--- src/rtl/mem_arbiter.sv ---
// mem_arbiter: shares one single-port synchronous memory between the
// instruction-fetch port and the load/store data port. Requests are
// arbitrated round-robin, and only one transaction is in flight at a time.
// Each transaction is sequenced IDLE -> ISSUE -> WAIT -> RESP.
//
// Handshake: a requester holds *_req_i high until it sees *_gnt_o high in
// the same cycle. The grant is combinational and lasts one cycle. It is only
// given in IDLE. The response is a one-cycle *_rvalid_o pulse, and
// *_rdata_o then holds until the next response to that port. Dropping req
// before the grant withdraws the request with no side effect.
module mem_arbiter #(
  parameter int ADDR_W  = 12,
  parameter int DATA_W  = 32,
  parameter int MEM_LAT = 1
) (
  input  logic                clk_i,
  input  logic                reset_i,
  // instruction-fetch port
  input  logic                if_req_i,
  input  logic [ADDR_W-1:0]   if_addr_i,
  output logic                if_gnt_o,
  output logic                if_rvalid_o,
  output logic [DATA_W-1:0]   if_rdata_o,
  // load/store data port
  input  logic                d_req_i,
  input  logic                d_we_i,
  input  logic [ADDR_W-1:0]   d_addr_i,
  input  logic [DATA_W-1:0]   d_wdata_i,
  input  logic [DATA_W/8-1:0] d_be_i,
  output logic                d_gnt_o,
  output logic                d_rvalid_o,
  output logic [DATA_W-1:0]   d_rdata_o,
  // memory macro side
  output logic                mem_en_o,
  output logic                mem_we_o,
  output logic [DATA_W/8-1:0] mem_be_o,
  output logic [ADDR_W-1:0]   mem_addr_o,
  output logic [DATA_W-1:0]   mem_wdata_o,
  input  logic [DATA_W-1:0]   mem_rdata_i
);

  localparam int BE_W = DATA_W / 8;

  // Elaboration-time parameter sanity checks
  if (MEM_LAT < 1 || MEM_LAT > 7) begin : g_bad_lat
    $error("mem_arbiter: MEM_LAT must be in 1..7");
  end
  if (DATA_W % 8 != 0) begin : g_bad_width
    $error("mem_arbiter: DATA_W must be a multiple of 8");
  end

  localparam logic [2:0] LAT_CNT = 3'(MEM_LAT);

  // Owner encoding: also records who won the most recent grant
  localparam logic WIN_IF = 1'b0;
  localparam logic WIN_D  = 1'b1;

  typedef enum logic [1:0] {
    S_IDLE  = 2'd0,
    S_ISSUE = 2'd1,
    S_WAIT  = 2'd2,
    S_RESP  = 2'd3
  } state_t;

  // All controller state lives in one struct, so a checker can bind to
  // ctl_q and see the FSM state, latency counter and owner together.
  typedef struct packed {
    state_t     state;
    logic [2:0] cnt;          // remaining latency cycles while in WAIT
    logic       last_winner;  // owner of the current/last transaction
  } ctl_t;

  ctl_t ctl_q;
  ctl_t ctl_d;

  // Registered transaction fields for the access being sequenced
  logic              we_q;
  logic [BE_W-1:0]   be_q;
  logic [ADDR_W-1:0] addr_q;
  logic [DATA_W-1:0] wdata_q;
  logic [DATA_W-1:0] if_rdata_q;
  logic [DATA_W-1:0] d_rdata_q;

  // Round-robin pick: a lone requester wins, and a tie goes to the port
  // that did not win last time.
  logic pick_if;
  logic pick_d;
  assign pick_if = if_req_i && (!d_req_i || (ctl_q.last_winner == WIN_D));
  assign pick_d  = d_req_i  && (!if_req_i || (ctl_q.last_winner == WIN_IF));

  // The capture cycle is the WAIT cycle where the counter reads 1, which is
  // MEM_LAT cycles after the ISSUE cycle.
  logic capture;
  assign capture = (ctl_q.state == S_WAIT) && (ctl_q.cnt == 3'd1);

  // State register: FSM state, latency counter and round-robin pointer
  always_ff @(posedge clk_i) begin
    if (reset_i) begin
      ctl_q.state       <= S_IDLE;
      ctl_q.cnt         <= 3'd0;
      ctl_q.last_winner <= WIN_D;
    end else begin
      ctl_q <= ctl_d;
    end
  end

  // Next-state logic: sequence one transaction at a time
  always_comb begin
    ctl_d = ctl_q;
    unique case (ctl_q.state)
      S_IDLE: begin
        if (pick_if || pick_d) begin
          ctl_d.state       = S_ISSUE;
          ctl_d.last_winner = pick_d ? WIN_D : WIN_IF;
        end
      end
      S_ISSUE: begin
        ctl_d.cnt   = LAT_CNT;
        ctl_d.state = S_WAIT;
      end
      S_WAIT: begin
        ctl_d.cnt = ctl_q.cnt - 3'd1;
        if (ctl_q.cnt == 3'd1) begin
          ctl_d.state = S_RESP;
        end
      end
      S_RESP: begin
        ctl_d.state = S_IDLE;
      end
      default: begin
        ctl_d.state = S_IDLE;
      end
    endcase
  end

  // Output logic: grants in IDLE, the memory strobe in ISSUE, rvalid in RESP
  always_comb begin
    if_gnt_o    = 1'b0;
    d_gnt_o     = 1'b0;
    if_rvalid_o = 1'b0;
    d_rvalid_o  = 1'b0;
    mem_en_o    = 1'b0;
    mem_we_o    = 1'b0;
    mem_be_o    = '0;
    unique case (ctl_q.state)
      S_IDLE: begin
        // No grant while reset is asserted: the transaction would be lost.
        if_gnt_o = pick_if && !reset_i;
        d_gnt_o  = pick_d  && !reset_i;
      end
      S_ISSUE: begin
        mem_en_o = 1'b1;
        mem_we_o = we_q;
        mem_be_o = be_q;
      end
      S_RESP: begin
        if_rvalid_o = (ctl_q.last_winner == WIN_IF);
        d_rvalid_o  = (ctl_q.last_winner == WIN_D);
      end
      default: begin
      end
    endcase
  end

  assign mem_addr_o  = addr_q;
  assign mem_wdata_o = wdata_q;
  assign if_rdata_o  = if_rdata_q;
  assign d_rdata_o   = d_rdata_q;

  // Datapath: latch the winner's request on the grant, and capture the
  // response data for the owner.
  always_ff @(posedge clk_i) begin
    if (reset_i) begin
      we_q       <= 1'b0;
      be_q       <= '0;
      addr_q     <= '0;
      wdata_q    <= '0;
      if_rdata_q <= '0;
      d_rdata_q  <= '0;
    end else begin
      if (ctl_q.state == S_IDLE && pick_d) begin
        addr_q  <= d_addr_i;
        we_q    <= d_we_i;
        // Reads always present all byte lanes to the memory
        be_q    <= d_we_i ? d_be_i : {BE_W{1'b1}};
        wdata_q <= d_we_i ? d_wdata_i : '0;
      end else if (ctl_q.state == S_IDLE && pick_if) begin
        addr_q  <= if_addr_i;
        we_q    <= 1'b0;
        be_q    <= {BE_W{1'b1}};
        wdata_q <= '0;
      end
      if (capture) begin
        if (ctl_q.last_winner == WIN_D) begin
          // A write completes with zero data on the data port
          d_rdata_q <= we_q ? '0 : mem_rdata_i;
        end else begin
          if_rdata_q <= mem_rdata_i;
        end
      end
    end
  end

  // Interface invariants
  a_gnt_excl: assert property (@(posedge clk_i) disable iff (reset_i)
    !(if_gnt_o && d_gnt_o));
  a_rvalid_excl: assert property (@(posedge clk_i) disable iff (reset_i)
    !(if_rvalid_o && d_rvalid_o));
  a_en_in_issue: assert property (@(posedge clk_i) disable iff (reset_i)
    mem_en_o |-> (ctl_q.state == S_ISSUE));
  a_quiet_strobe: assert property (@(posedge clk_i) disable iff (reset_i)
    !mem_en_o |-> (!mem_we_o && (mem_be_o == '0)));
  a_gnt_then_issue: assert property (@(posedge clk_i) disable iff (reset_i)
    (if_gnt_o || d_gnt_o) |=> mem_en_o);

endmodule

--- config.mk ---
export PLATFORM = sky130hd
export DESIGN_NAME = mem_arbiter
export DESIGN_NICKNAME = d
export VERILOG_FILES = /design/src/rtl/mem_arbiter.sv
export SDC_FILE = /design/constraint.sdc
export NUM_CORES = 1
export LEC_CHECK = 0
export CORE_ASPECT_RATIO = 1.1
export CORE_MARGIN = 4
export CORE_UTILIZATION = 41
export CTS_CLUSTER_DIAMETER = 200
export CTS_CLUSTER_SIZE = 12
export DETAILED_ROUTE_END_ITERATION = 10
export PLACE_DENSITY = 0.8
export SETUP_SLACK_MARGIN = 0.2
export SYNTH_ARGS = -nofsm -noshare
export SYNTH_HDL_FRONTEND = slang
export SYNTH_SLANG_ARGS = --single-unit
--- constraint.sdc ---
create_clock -name clk_i -period 1.8 [get_ports clk_i]
set_input_delay 0.27 -clock clk_i [delete_from_list [all_inputs] [get_ports clk_i]]
set_output_delay 0.27 -clock clk_i [all_outputs]
set_load 0.01 [all_outputs]
Yosys cells after proc, flatten, opt, wreduce, memory -nomap -nowiden
Index checks and enable logic that the tools add are counted.
W data, S select, Z words.

word-level totals
  register bits = 119
  input port bits = 97
  word-level logic and storage cells = 60

cells by class
  $add $sub $neg = 1
  eq/ne operators = 6
  mux-type cells = 23
  bitwise logic cells = 1
  reduce and logical (&&, ||, !) cells = 20

operator list
  kind                   count
  $mux W32               4
  $mux W12               2
  $mux W4                4
  $mux W1                9
  $pmux W2 S4            1
  $reduce_and A2 Y1      4
  $logic_and A1 B1 Y1    7
  $pmux W3 S2            1
  $eq A2 B2 Y1 const B   2
  $mux W2                2
  $reduce_bool A2 Y1     2
  $eq A3 B1 Y1 const B   1
  $logic_not A1 Y1       3
  $logic_or A1 B1 Y1     3
  $sub A3 B1 Y3 const B  1
  $eq A2 B1 Y1 const B   1
  $logic_not A2 Y1       1
  $ne A2 B1 Y1 const B   1
  $ne A2 B2 Y1 const B   1
  $not A1 Y1             1

Longest topological paths before layout
Gate-level depths: netlist (run 1).

  word-level depth = 6
  mapped depth = 7

Worst setup path after synthesis (run 1)
OpenSTA, ideal clock, no wires.

  path kind = reg2reg
  start point = register ctl_q[4] (netlist name)
  end point = register wdata_q[10] (netlist: mem_wdata_o[10])
  data arrival time = 1.345 ns
  required time = 1.683 ns
  setup slack = 0.338 ns
  stages on the path, launching flop included = 8
  buffers on the path = 3
  cell sequence = dfxtp_1 > inv_1 > ha_1 > clkbuf_1 > and4_4 > buf_6 > buf_6 > a22o_1

between the ends
  cells in the longest elaborated chain, start to end = 3
  elaborated cells on any way between the ends = 5
  classes of those cells = 1 x mux; 4 x reduce/logical

RTL lines
  item                                                   line      RTL
  start, declared                                        73        ctl_t ctl_q;
  start signal, assigned                                 103       ctl_q <= ctl_d;
  $logic_not A2 Y1 *                                     181, 187
  $logic_and A1 B1 Y1 (on tied branches)                 181, 187
  $mux W32 / $reduce_bool A2 Y1 (equally long branches)  n/a
  end signal, assigned                                   186       wdata_q <= d_we_i ? d_wdata_i : '0;
  end, declared                                          80        logic [DATA_W-1:0] wdata_q;

Mark *: on every way between the ends. The rest lies on a longest branch, timed or not.
A chain may end at the register's enable or synchronous reset.

Worst setup path in the final report (run 1)
  start point = register ctl_q[4] (netlist name)
  end point = register d_rdata_q[10] (netlist: d_rdata_o[10])

between the ends
  cells in the longest elaborated chain, start to end = 3

RTL lines
  item                                line  RTL
  $eq A2 B2 Y1                        94    assign capture = (ctl_q.state == S_WAIT) && (ctl_q.cnt == 3'd1);
  $logic_and A1 B1 Y1                 94
  $reduce_and A2 Y1 (no source line)  n/a
  end signal, assigned                196   d_rdata_q <= we_q ? '0 : mem_rdata_i;
  end, declared                       82    logic [DATA_W-1:0] d_rdata_q;

Every way passes these cells.

==> flow_summary.html, run 1 <==
<table>
<tr><th>Metric</th><th>Value</th></tr>
<tr><th colspan="2">Power and ir drop</th></tr>
<tr><td>Maximum VDD drop</td><td>approximately 660 uV</td></tr>
<tr><td>Static leakage power</td><td>roughly 3.8 nW</td></tr>
<tr><td>Overall Power</td><td>approximately 9.3 mW</td></tr>
<tr><td>Power per Cell Area</td><td>1170 nW/um2</td></tr>
<tr><th colspan="2">Route</th></tr>
<tr><td>Overall routed net length</td><td>roughly 16000 um</td></tr>
<tr><td>Post-DR vias/cell</td><td>between 5 and 6</td></tr>
<tr><td>Total via count after detailed routing</td><td>around 4700</td></tr>
<tr><td>Routed length per placed instance</td><td>between 15 and 20 um</td></tr>
<tr><td>Count of routing violations after the opening detailed-route iteration</td><td>about 200</td></tr>
<tr><td>Residual DRC</td><td>0</td></tr>
<tr><td>Routed Antenna Nets</td><td>0</td></tr>
<tr><td>Number of detailed-routing iterations run before antenna repair</td><td>5</td></tr>
<tr><th colspan="2">CTS</th></tr>
<tr><td>Clk Latency, worst-skew pair</td><td>approximately 0.41 ns</td></tr>
<tr><td>Number of hold-repair buffers added at the cts stage</td><td>0</td></tr>
<tr><td>Sink Count</td><td>119</td></tr>
<tr><td>Clock-pin slew of the registers on the worst-case setup and hold paths</td><td>0.05 ns</td></tr>
<tr><td>Clock tree from TritonCTS</td><td>yes</td></tr>
<tr><td>Clock root buffer</td><td>clkbuf_16</td></tr>
<tr><td>CTS H-tree lvls</td><td>4</td></tr>
<tr><td>CTS Buffer Depth</td><td>2</td></tr>
<tr><td>Total clock buffers created by CTS</td><td>17</td></tr>
<tr><th colspan="2">Job</th></tr>
<tr><td>Maximum Capacitance Violations</td><td>0</td></tr>
<tr><th colspan="2">Logic synthesis</th></tr>
<tr><td>Synth Register Bits</td><td>approximately 120</td></tr>
<tr><td>Summed instance area of the synthesized netlist</td><td>between 4000 and 5000 um2</td></tr>
<tr><td>Primary FF master, synth</td><td>dfxtp_1</td></tr>
<tr><td>Synthesized netlist cell count</td><td>between 400 and 500</td></tr>
<tr><td>Average size of a mapped cell</td><td>roughly 9.4 um2</td></tr>
<tr><td>Share of flip-flops with an asynchronous set or reset</td><td>0%</td></tr>
<tr><td>Share of synthesized area occupied by flip-flops and latches</td><td>between 50% and 60%</td></tr>
<tr><td>Count of synthesis-stage warnings from yosys</td><td>0</td></tr>
<tr><td>Library cell occupying the most area in the post-synthesis netlist</td><td>dfxtp_1</td></tr>
<tr><td>Cell with the most instances after synthesis</td><td>dfxtp_1</td></tr>
<tr><td>Nets in the synthesized netlist</td><td>between 500 and 600</td></tr>
<tr><td>Proportion of netlist area held by the largest area contributor</td><td>51.5%</td></tr>
<tr><td>Most numerous cell types in the synthesized netlist</td><td>dfxtp_1 (119), nand2_1 (103), a21oi_1 (66)</td></tr>
<tr><td>Count of distinct cell types in the synthesized netlist</td><td>33</td></tr>
<tr><td>Largest cells by area after synthesis</td><td>dfxtp_1 (52%), nand2_1 (8.4%), a21oi_1 (7.1%)</td></tr>
<tr><td>Count of flip-flops with a built-in enable after synthesis</td><td>0</td></tr>
<tr><th colspan="2">Worst hold path</th></tr>
<tr><td>Hold path depth</td><td>3</td></tr>
<tr><td>Path category of the worst min-delay check</td><td>in -&gt; reg</td></tr>
<tr><th colspan="2">Floorplan</th></tr>
<tr><td>Width of the die</td><td>~110 um</td></tr>
<tr><td>Core Box Area</td><td>11000 um2</td></tr>
<tr><td>Standard-cell row count</td><td>40</td></tr>
<tr><td>Die area</td><td>approximately 13000 um2</td></tr>
<tr><td>Count of pins on the block boundary</td><td>between 200 and 250</td></tr>
<tr><td>Die Y-Extent</td><td>between 100 and 150 um</td></tr>
<tr><td>Initial core utilization</td><td>42.2%</td></tr>
<tr><th colspan="2">STA</th></tr>
<tr><td>Fmax</td><td>approximately 600 MHz</td></tr>
<tr><td>Period utilization</td><td>roughly 93%</td></tr>
<tr><td>RSZ-0062 raised after global routing</td><td>true</td></tr>
<tr><td>Worst hold-check slack</td><td>around 0.39 ns</td></tr>
<tr><td>Final Setup Violations</td><td>0</td></tr>
<tr><td>Worst relative slew slack</td><td>~52%</td></tr>
<tr><td>Shortest clock period the worst path allows after layout</td><td>about 1.7 ns</td></tr>
<tr><td>Worst-margin pin slew</td><td>about 0.72 ns</td></tr>
<tr><td>Max-slew violation total from the final report</td><td>0</td></tr>
<tr><td>Number of failing hold endpoints at the final stage</td><td>0</td></tr>
<tr><td>Final worst clock skew</td><td>roughly 0.0066 ns</td></tr>
<tr><th colspan="2">Placed design</th></tr>
<tr><td>Number of buffer cells added on primary ports</td><td>~210</td></tr>
<tr><td>Cell Count Post-Placement</td><td>between 800 and 900</td></tr>
<tr><td>RePlAce Congestion</td><td>between 0.7 and 0.8</td></tr>
<tr><td>Placed wire-length estimate after detailed placement</td><td>approximately 10000 um</td></tr>
<tr><th colspan="2">Critical path</th></tr>
<tr><td>Peak fanout along the critical path</td><td>8</td></tr>
<tr><td>Crit Path Class</td><td>reg -&gt; reg</td></tr>
<tr><td>Worst Reg-to-Reg Cells</td><td>8</td></tr>
<tr><td>Required time of the critical path</td><td>~2.1 ns</td></tr>
<tr><td>Crit path launch type</td><td>flop</td></tr>
<tr><td>Worst path arrival time</td><td>around 2 ns</td></tr>
<tr><td>Capturing element type of the critical path</td><td>flop</td></tr>
<tr><th colspan="2">Global route</th></tr>
<tr><td>Largest net degree at the start of global routing</td><td>between 50 and 60</td></tr>
<tr><td>Initial antenna violation count</td><td>0</td></tr>
<tr><td>Overall track demand over capacity in global routing</td><td>between 20% and 30%</td></tr>
<tr><td>Wire length of the first global-routing pass</td><td>~23000 um</td></tr>
<tr><td>Vias in the first global route</td><td>between 4000 and 5000</td></tr>
<tr><td>Total global routing overflow</td><td>0</td></tr>
<tr><th colspan="2">Layout</th></tr>
<tr><td>Area growth from synthesis to final layout</td><td>72.1%</td></tr>
<tr><td>Number of standard cells in the final layout excluding fillers</td><td>approximately 900</td></tr>
<tr><td>ANT cells</td><td>0</td></tr>
<tr><td>Number of filler instances in the final layout</td><td>771</td></tr>
<tr><td>Final net count</td><td>slightly above 800</td></tr>
<tr><td>Fraction of final layout cells sized beyond drive strength 1</td><td>around 16%</td></tr>
<tr><th colspan="2">Status</th></tr>
<tr><td>Result of the run</td><td>finished, final reports clean</td></tr>
</table>
==> critical path: stages, from the launching register on <==
cell and delay, ns:
dfxtp_2 0.32, inv_2 0.07, buf_4 0.13, ha_4 0.15
buf_6 0.12, and4b_4 0.33, clkbuf_16 0.19, nand3b_1 0.09
a21oi_1 0.16
==> timing repair <==
item | in CTS | in global routing
setup endpoints to repair | 84 | 170
gates cloned | 1 | 5
hold endpoints to repair | 0 | 0
pin swaps | 6 | 25
gates resized for setup | 79 | 75
setup buffers | 0 | 2
==> report_power, final <==
part	total (mW)	internal [mW]	switching, mW
clock network	3.80	2.60	1.20
registers	3.12	2.94	0.182
logic	2.38	1.26	1.11
total	9.30	6.80	2.49
==> registers in the layout (all words and copies together) (netlist names) <==
signal,cells
d_rdata_o,32
if_rdata_o,32
mem_wdata_o,32
mem_addr_o,12
ctl_q,6
be_q,4
we_q,1
==> per-stage QoR <==
stage | area, um2 | util (%) | TNS, ns | worst slack [ns]
6_report | 7960 | 72.6 | 0 | 0.133
5_1_grt | 7960 | 72.6 | 0 | 0.0705
4_1_cts | 7620 | 69.6 | 0 | 0.133
3_5_place_dp | 6880 | 62.7 | -20.38 | -0.572
3_3_place_gp | 6880 | 62.7 | -16.97 | -0.470
2_1_floorplan | 4620 | - | 0 | 0.338
==> kinds of logic after synthesis <==
logic type,count (synthesis),synth area share (%)
buf+inv,58,7.55
simple gates,172,19.6
fa+ha+maj,7,1.89
mux,1,0.216
flops,119,51.5
compound gates,136,19.2
==> final timing paths <==
path                                  endpoint            from  slack, ns
worst max register to register   d_rdata_o[10]        ctl_q[4]       0.13
worst min register to register  if_rdata_o[24]  if_rdata_o[24]       0.45
worst min-delay path              d_rdata_o[7]         reset_i       0.39
worst max-delay path             d_rdata_o[10]        ctl_q[4]       0.13
==> cell usage in the layout (no fill, tap or decap), drive strengths merged <==
cell	synthesis	final
nor4b	12	12
o21a	1	1
bufinv	0	5
mux2i	1	1
inv	18	18
nor2b	1	1
clkinv	0	2
o21ai	15	15
ha	7	7
dfxtp	119	119
o221a	4	4
buf	23	38
a22o	33	33
and4bb	1	3
dlygate4sd2	0	7
a21boi	1	1
nand2b	1	1
nand4bb	1	1
and4	1	1
and2b	2	2
nand3	2	2
dlymetal6s2s	0	51
and2	7	7
clkbuf	15	23
nor2	4	4
a211oi	14	14
nor3	1	1
a21oi	68	68
clkdlybuf4s50	0	145
and4b	1	1
clkinvlp	0	4
nand3b	33	33
nand4b	2	2
nand2	103	103
==> metal layers <==
metal	routed length, um	vias up	track usage [%]
li1	-	2162	-
met1	5890	2235	25.3
met2	8530	248	39.4
met3	1190	37	6.12
met4	520	0	10.1
met5	0	-	0
==> cell type report <==
cell class / count / area [um2] / share of cell area [%]
inverter: 18 / 67.6 / 0.849
multi-input combinational: 318 / 2070 / 26.1
sequential: 119 / 2390 / 30.0
timing repair buffer: 243 / 2570 / 32.3
clock buffer: 21 / 480 / 6.04
clock inverter: 11 / 194 / 2.44
tap: 147 / 184 / 2.31
(Power assumes the default switching activity.)
==> run 2, diff against run 1 <==
--- a/config.mk
+++ b/config.mk
@@ -11,6 +11,7 @@
 export CTS_CLUSTER_DIAMETER = 200
 export CTS_CLUSTER_SIZE = 12
 export DETAILED_ROUTE_END_ITERATION = 10
+export GPL_TIMING_DRIVEN = 0
 export PLACE_DENSITY = 0.8
 export SETUP_SLACK_MARGIN = 0.2
 export SYNTH_ARGS = -nofsm -noshare
==> run 2 against run 1 <==
  * Hold slack improved by 0.022 ns
  * Total power decreased by 6.4%
  * Non-clock buffer count increased by 21
  * Clock-buffer cell count decreased by 1
  * Die area unchanged
  * Critical endpoint is now if_gnt_o
  * Fmax decreased by 3.5%
  * Sequential cell count unchanged
==> flow_summary.html, run 2 (same netlist as run 1, synthesis figures left out) <==
<table>
<tr><th>Metric</th><th>Value</th></tr>
<tr><th colspan="2">Layout</th></tr>
<tr><td>ANT cells</td><td>0 (unchanged)</td></tr>
<tr><td>Fraction of final layout cells sized beyond drive strength 1</td><td>14.3% (-2.2 points)</td></tr>
<tr><td>Number of standard cells in the final layout excluding fillers</td><td>896 (+2.2%)</td></tr>
<tr><td>Final net count</td><td>840 (+2.3%)</td></tr>
<tr><td>Most frequent cells in the layout</td><td>clkdlybuf4s50_1 (165), dfxtp_1 (115), nand2_1 (101)</td></tr>
<tr><td>Most common library cell in the layout ignoring fill and taps</td><td>clkdlybuf4s50_1</td></tr>
<tr><td>Area growth from synthesis to final layout</td><td>67.8%</td></tr>
<tr><th colspan="2">Floorplan</th></tr>
<tr><td>Width of the die</td><td>109 um (unchanged)</td></tr>
<tr><td>Initial core utilization</td><td>42.2% (unchanged)</td></tr>
<tr><td>Core Box Area</td><td>11000 um2 (unchanged)</td></tr>
<tr><td>Die area</td><td>13000 um2 (unchanged)</td></tr>
<tr><td>Die Y-Extent</td><td>119 um (unchanged)</td></tr>
<tr><td>Count of pins on the block boundary</td><td>215 (unchanged)</td></tr>
<tr><td>Standard-cell row count</td><td>40 (unchanged)</td></tr>
<tr><th colspan="2">STA</th></tr>
<tr><td>Worst relative slew slack</td><td>65.2% (+14 points)</td></tr>
<tr><td>RSZ-0062 raised after global routing</td><td>true</td></tr>
<tr><td>Fmax</td><td>579 MHz (-3.5%)</td></tr>
<tr><td>Shortest clock period the worst path allows after layout</td><td>1.73 ns (+0.0603 ns)</td></tr>
<tr><td>Worst-margin pin slew</td><td>0.521 ns (-0.202 ns)</td></tr>
<tr><td>Sum Neg Setup Slack</td><td>0 ns (unchanged)</td></tr>
<tr><td>Period utilization</td><td>95.9% (+3.4 points)</td></tr>
<tr><td>Number of failing hold endpoints at the final stage</td><td>0 (unchanged)</td></tr>
<tr><td>Final Setup Violations</td><td>0 (unchanged)</td></tr>
<tr><td>Max-slew violation total from the final report</td><td>0 (unchanged)</td></tr>
<tr><td>Final worst clock skew</td><td>0.00511 ns (-0.00151 ns)</td></tr>
<tr><th colspan="2">CTS</th></tr>
<tr><td>Clock-pin slew of the registers on the worst-case setup and hold paths</td><td>0.05 ns (about the same)</td></tr>
<tr><td>Clk Latency, worst-skew pair</td><td>0.41 ns (about the same)</td></tr>
<tr><td>Total clock buffers created by CTS</td><td>17 (unchanged)</td></tr>
<tr><td>CTS H-tree lvls</td><td>4 (unchanged)</td></tr>
<tr><td>Clock root buffer</td><td>clkbuf_16</td></tr>
<tr><td>Clock tree from TritonCTS</td><td>yes</td></tr>
<tr><td>CTS Buffer Depth</td><td>2 (unchanged)</td></tr>
<tr><td>Sink Count</td><td>119 (unchanged)</td></tr>
<tr><th colspan="2">Global route</th></tr>
<tr><td>Total global routing overflow</td><td>0 (unchanged)</td></tr>
<tr><td>Wire length of the first global-routing pass</td><td>23100 um (+0.54%)</td></tr>
<tr><td>Overall track demand over capacity in global routing</td><td>22.5% (-0.11 points)</td></tr>
<tr><td>Initial antenna violation count</td><td>0 (unchanged)</td></tr>
<tr><td>Vias in the first global route</td><td>4609 (+1.9%)</td></tr>
<tr><td>Largest net degree at the start of global routing</td><td>17 (-69%)</td></tr>
<tr><th colspan="2">Critical path</th></tr>
<tr><td>Worst path arrival time</td><td>1.46 ns (-0.53 ns)</td></tr>
<tr><td>CP Capture Point</td><td>if_gnt_o</td></tr>
<tr><td>Beginning of the worst register-to-register path</td><td>ctl_q[4]</td></tr>
<tr><td>Required time of the critical path</td><td>1.53 ns (-0.59 ns)</td></tr>
<tr><td>Crit path launch type</td><td>flop</td></tr>
<tr><td>Worst Reg-to-Reg Cells</td><td>6 (-2)</td></tr>
<tr><td>Capturing element type of the critical path</td><td>output port</td></tr>
<tr><td>Reg-to-reg critical path endpoint</td><td>mem_addr_o[8]</td></tr>
<tr><td>Crit Path Class</td><td>reg -&gt; out</td></tr>
<tr><td>Peak fanout along the critical path</td><td>5 (-3)</td></tr>
<tr><td>Internal reg-to-reg setup slack</td><td>0.24 ns (+0.11 ns)</td></tr>
<tr><td>Worst setup path startpoint</td><td>ctl_q[4]</td></tr>
<tr><th colspan="2">Placed design</th></tr>
<tr><td>Placed wire-length estimate after detailed placement</td><td>11300 um (+10%)</td></tr>
<tr><td>RePlAce Congestion</td><td>0.795 (+2.1%)</td></tr>
<tr><td>Cell Count Post-Placement</td><td>854 (+2.0%)</td></tr>
<tr><td>Number of buffer cells added on primary ports</td><td>214 (unchanged)</td></tr>
<tr><th colspan="2">Route</th></tr>
<tr><td>Total via count after detailed routing</td><td>4599 (-1.8%)</td></tr>
<tr><td>Routed Antenna Nets</td><td>0 (unchanged)</td></tr>
<tr><td>Count of routing violations after the opening detailed-route iteration</td><td>220 (+7.8%)</td></tr>
<tr><td>Number of detailed-routing iterations run before antenna repair</td><td>5 (unchanged)</td></tr>
<tr><td>Routed length per placed instance</td><td>16.8 um (-8.6%)</td></tr>
<tr><td>Residual DRC</td><td>0 (unchanged)</td></tr>
<tr><td>Post-DR vias/cell</td><td>5.13 (-3.9%)</td></tr>
<tr><td>Overall routed net length</td><td>15100 um (-6.6%)</td></tr>
<tr><th colspan="2">Power and ir drop</th></tr>
<tr><td>Overall Power</td><td>8.70 mW (-6.4%)</td></tr>
<tr><td>Static leakage power</td><td>3.39 nW (-9.5%)</td></tr>
<tr><td>Power per Cell Area</td><td>1120 nW/um2 (-4.0%)</td></tr>
<tr><td>Maximum VDD drop</td><td>688 uV (+4.0%)</td></tr>
<tr><th colspan="2">Job</th></tr>
<tr><td>Maximum Capacitance Violations</td><td>0 (unchanged)</td></tr>
<tr><th colspan="2">Status</th></tr>
<tr><td>Result of the run</td><td>finished, final reports clean</td></tr>
<tr><th colspan="2">Worst hold path</th></tr>
<tr><td>Path category of the worst min-delay check</td><td>in -&gt; reg</td></tr>
</table>
## run 2: cell types whose count changed in the layout (fill, tap and decap cells not counted), sizes merged, moves of 3 or more
| cell | change |
|---|---|
| buf | +6 |
| clkbuf | +10 |
| dlymetal6s2s | -22 |
| dlygate4sd2 | +4 |
| clkdlybuf4s50 | +20 |
| bufinv | -3 |
## run 2: area by class of cell
cell class                      instances  area, um2
Buffer                                 39        309
Clock buffer                           20        457
Clock inverter                         12        126
Fill cell                             813       3200
Inverter                               18       72.6
Multi-Input combinational cell        316       1950
Sequential cell                       119       2390
Tap cell                              147        184
Timing Repair Buffer                  225       2260
## run 2: worst max-delay path, stage by stage, from the launching register on
cell,delay (ns)
dfxtp_4,0.36
inv_4,0.07
ha_4,0.14
buf_8,0.11
nand2_4,0.05
nor3_4,0.19
buf_6,0.13
## run 2: worst min path at each step
| stage | startpoint | end | slack [ns] | depth (start not counted) |
|---|---|---|---|---|
| finish | d_addr_i[3] | mem_addr_o[3] | 0.41 | 3 |
| global route | d_addr_i[8] | mem_addr_o[8] | 0.42 | 3 |
| CTS | d_addr_i[3] | mem_addr_o[3] | 0.39 | 3 |
| detailed placement | d_rdata_o[30] | d_rdata_o[30] | 0.44 | 2 |
| global placement | d_rdata_o[0] | d_rdata_o[0] | 0.44 | 2 |
| floorplan | d_wdata_i[10] | mem_wdata_o[10] | 0.40 | 1 |
## run 2: through the flow
| step | utilization, % | instance area [um2] | hold slack (ns) | setup WS, ns |
|---|---|---|---|---|
| 2_1_floorplan | - | 4620 | 0.396 | 0.338 |
| 3_3_place_gp | 63.4 | 6950 | 0.439 | -0.602 |
| 3_5_place_dp | 63.4 | 6950 | 0.445 | -0.648 |
| 4_1_cts | 69.2 | 7590 | 0.394 | 0.0775 |
| 5_1_grt | 70.8 | 7760 | 0.415 | 0.00694 |
| 6_report | 70.8 | 7760 | 0.408 | 0.0732 |
## run 2: report_power, final
part	internal, mW	switching (mW)	leakage (nW)	total [mW]
registers	2.95	0.197	0.967	3.14
logic	1.22	1.03	2.15	2.25
clock network	2.10	1.21	0.274	3.31
## run 2: routing by layer
metal | GRT usage (%) | part of all wire [%]
met5 | 0 | 0
met4 | 8.73 | 2.5
met3 | 5.47 | 6.5
met2 | 40.6 | 54
met1 | 24.8 | 37
## run 2: timing repair
item / CTS / global route
setup endpoints to repair: 104 / 140
hold buffers: 0 / 0
buffers inserted: 4 / 7
gates resized for setup: 78 / 44
pin swaps: 2 / 5
gates cloned: 0 / 0
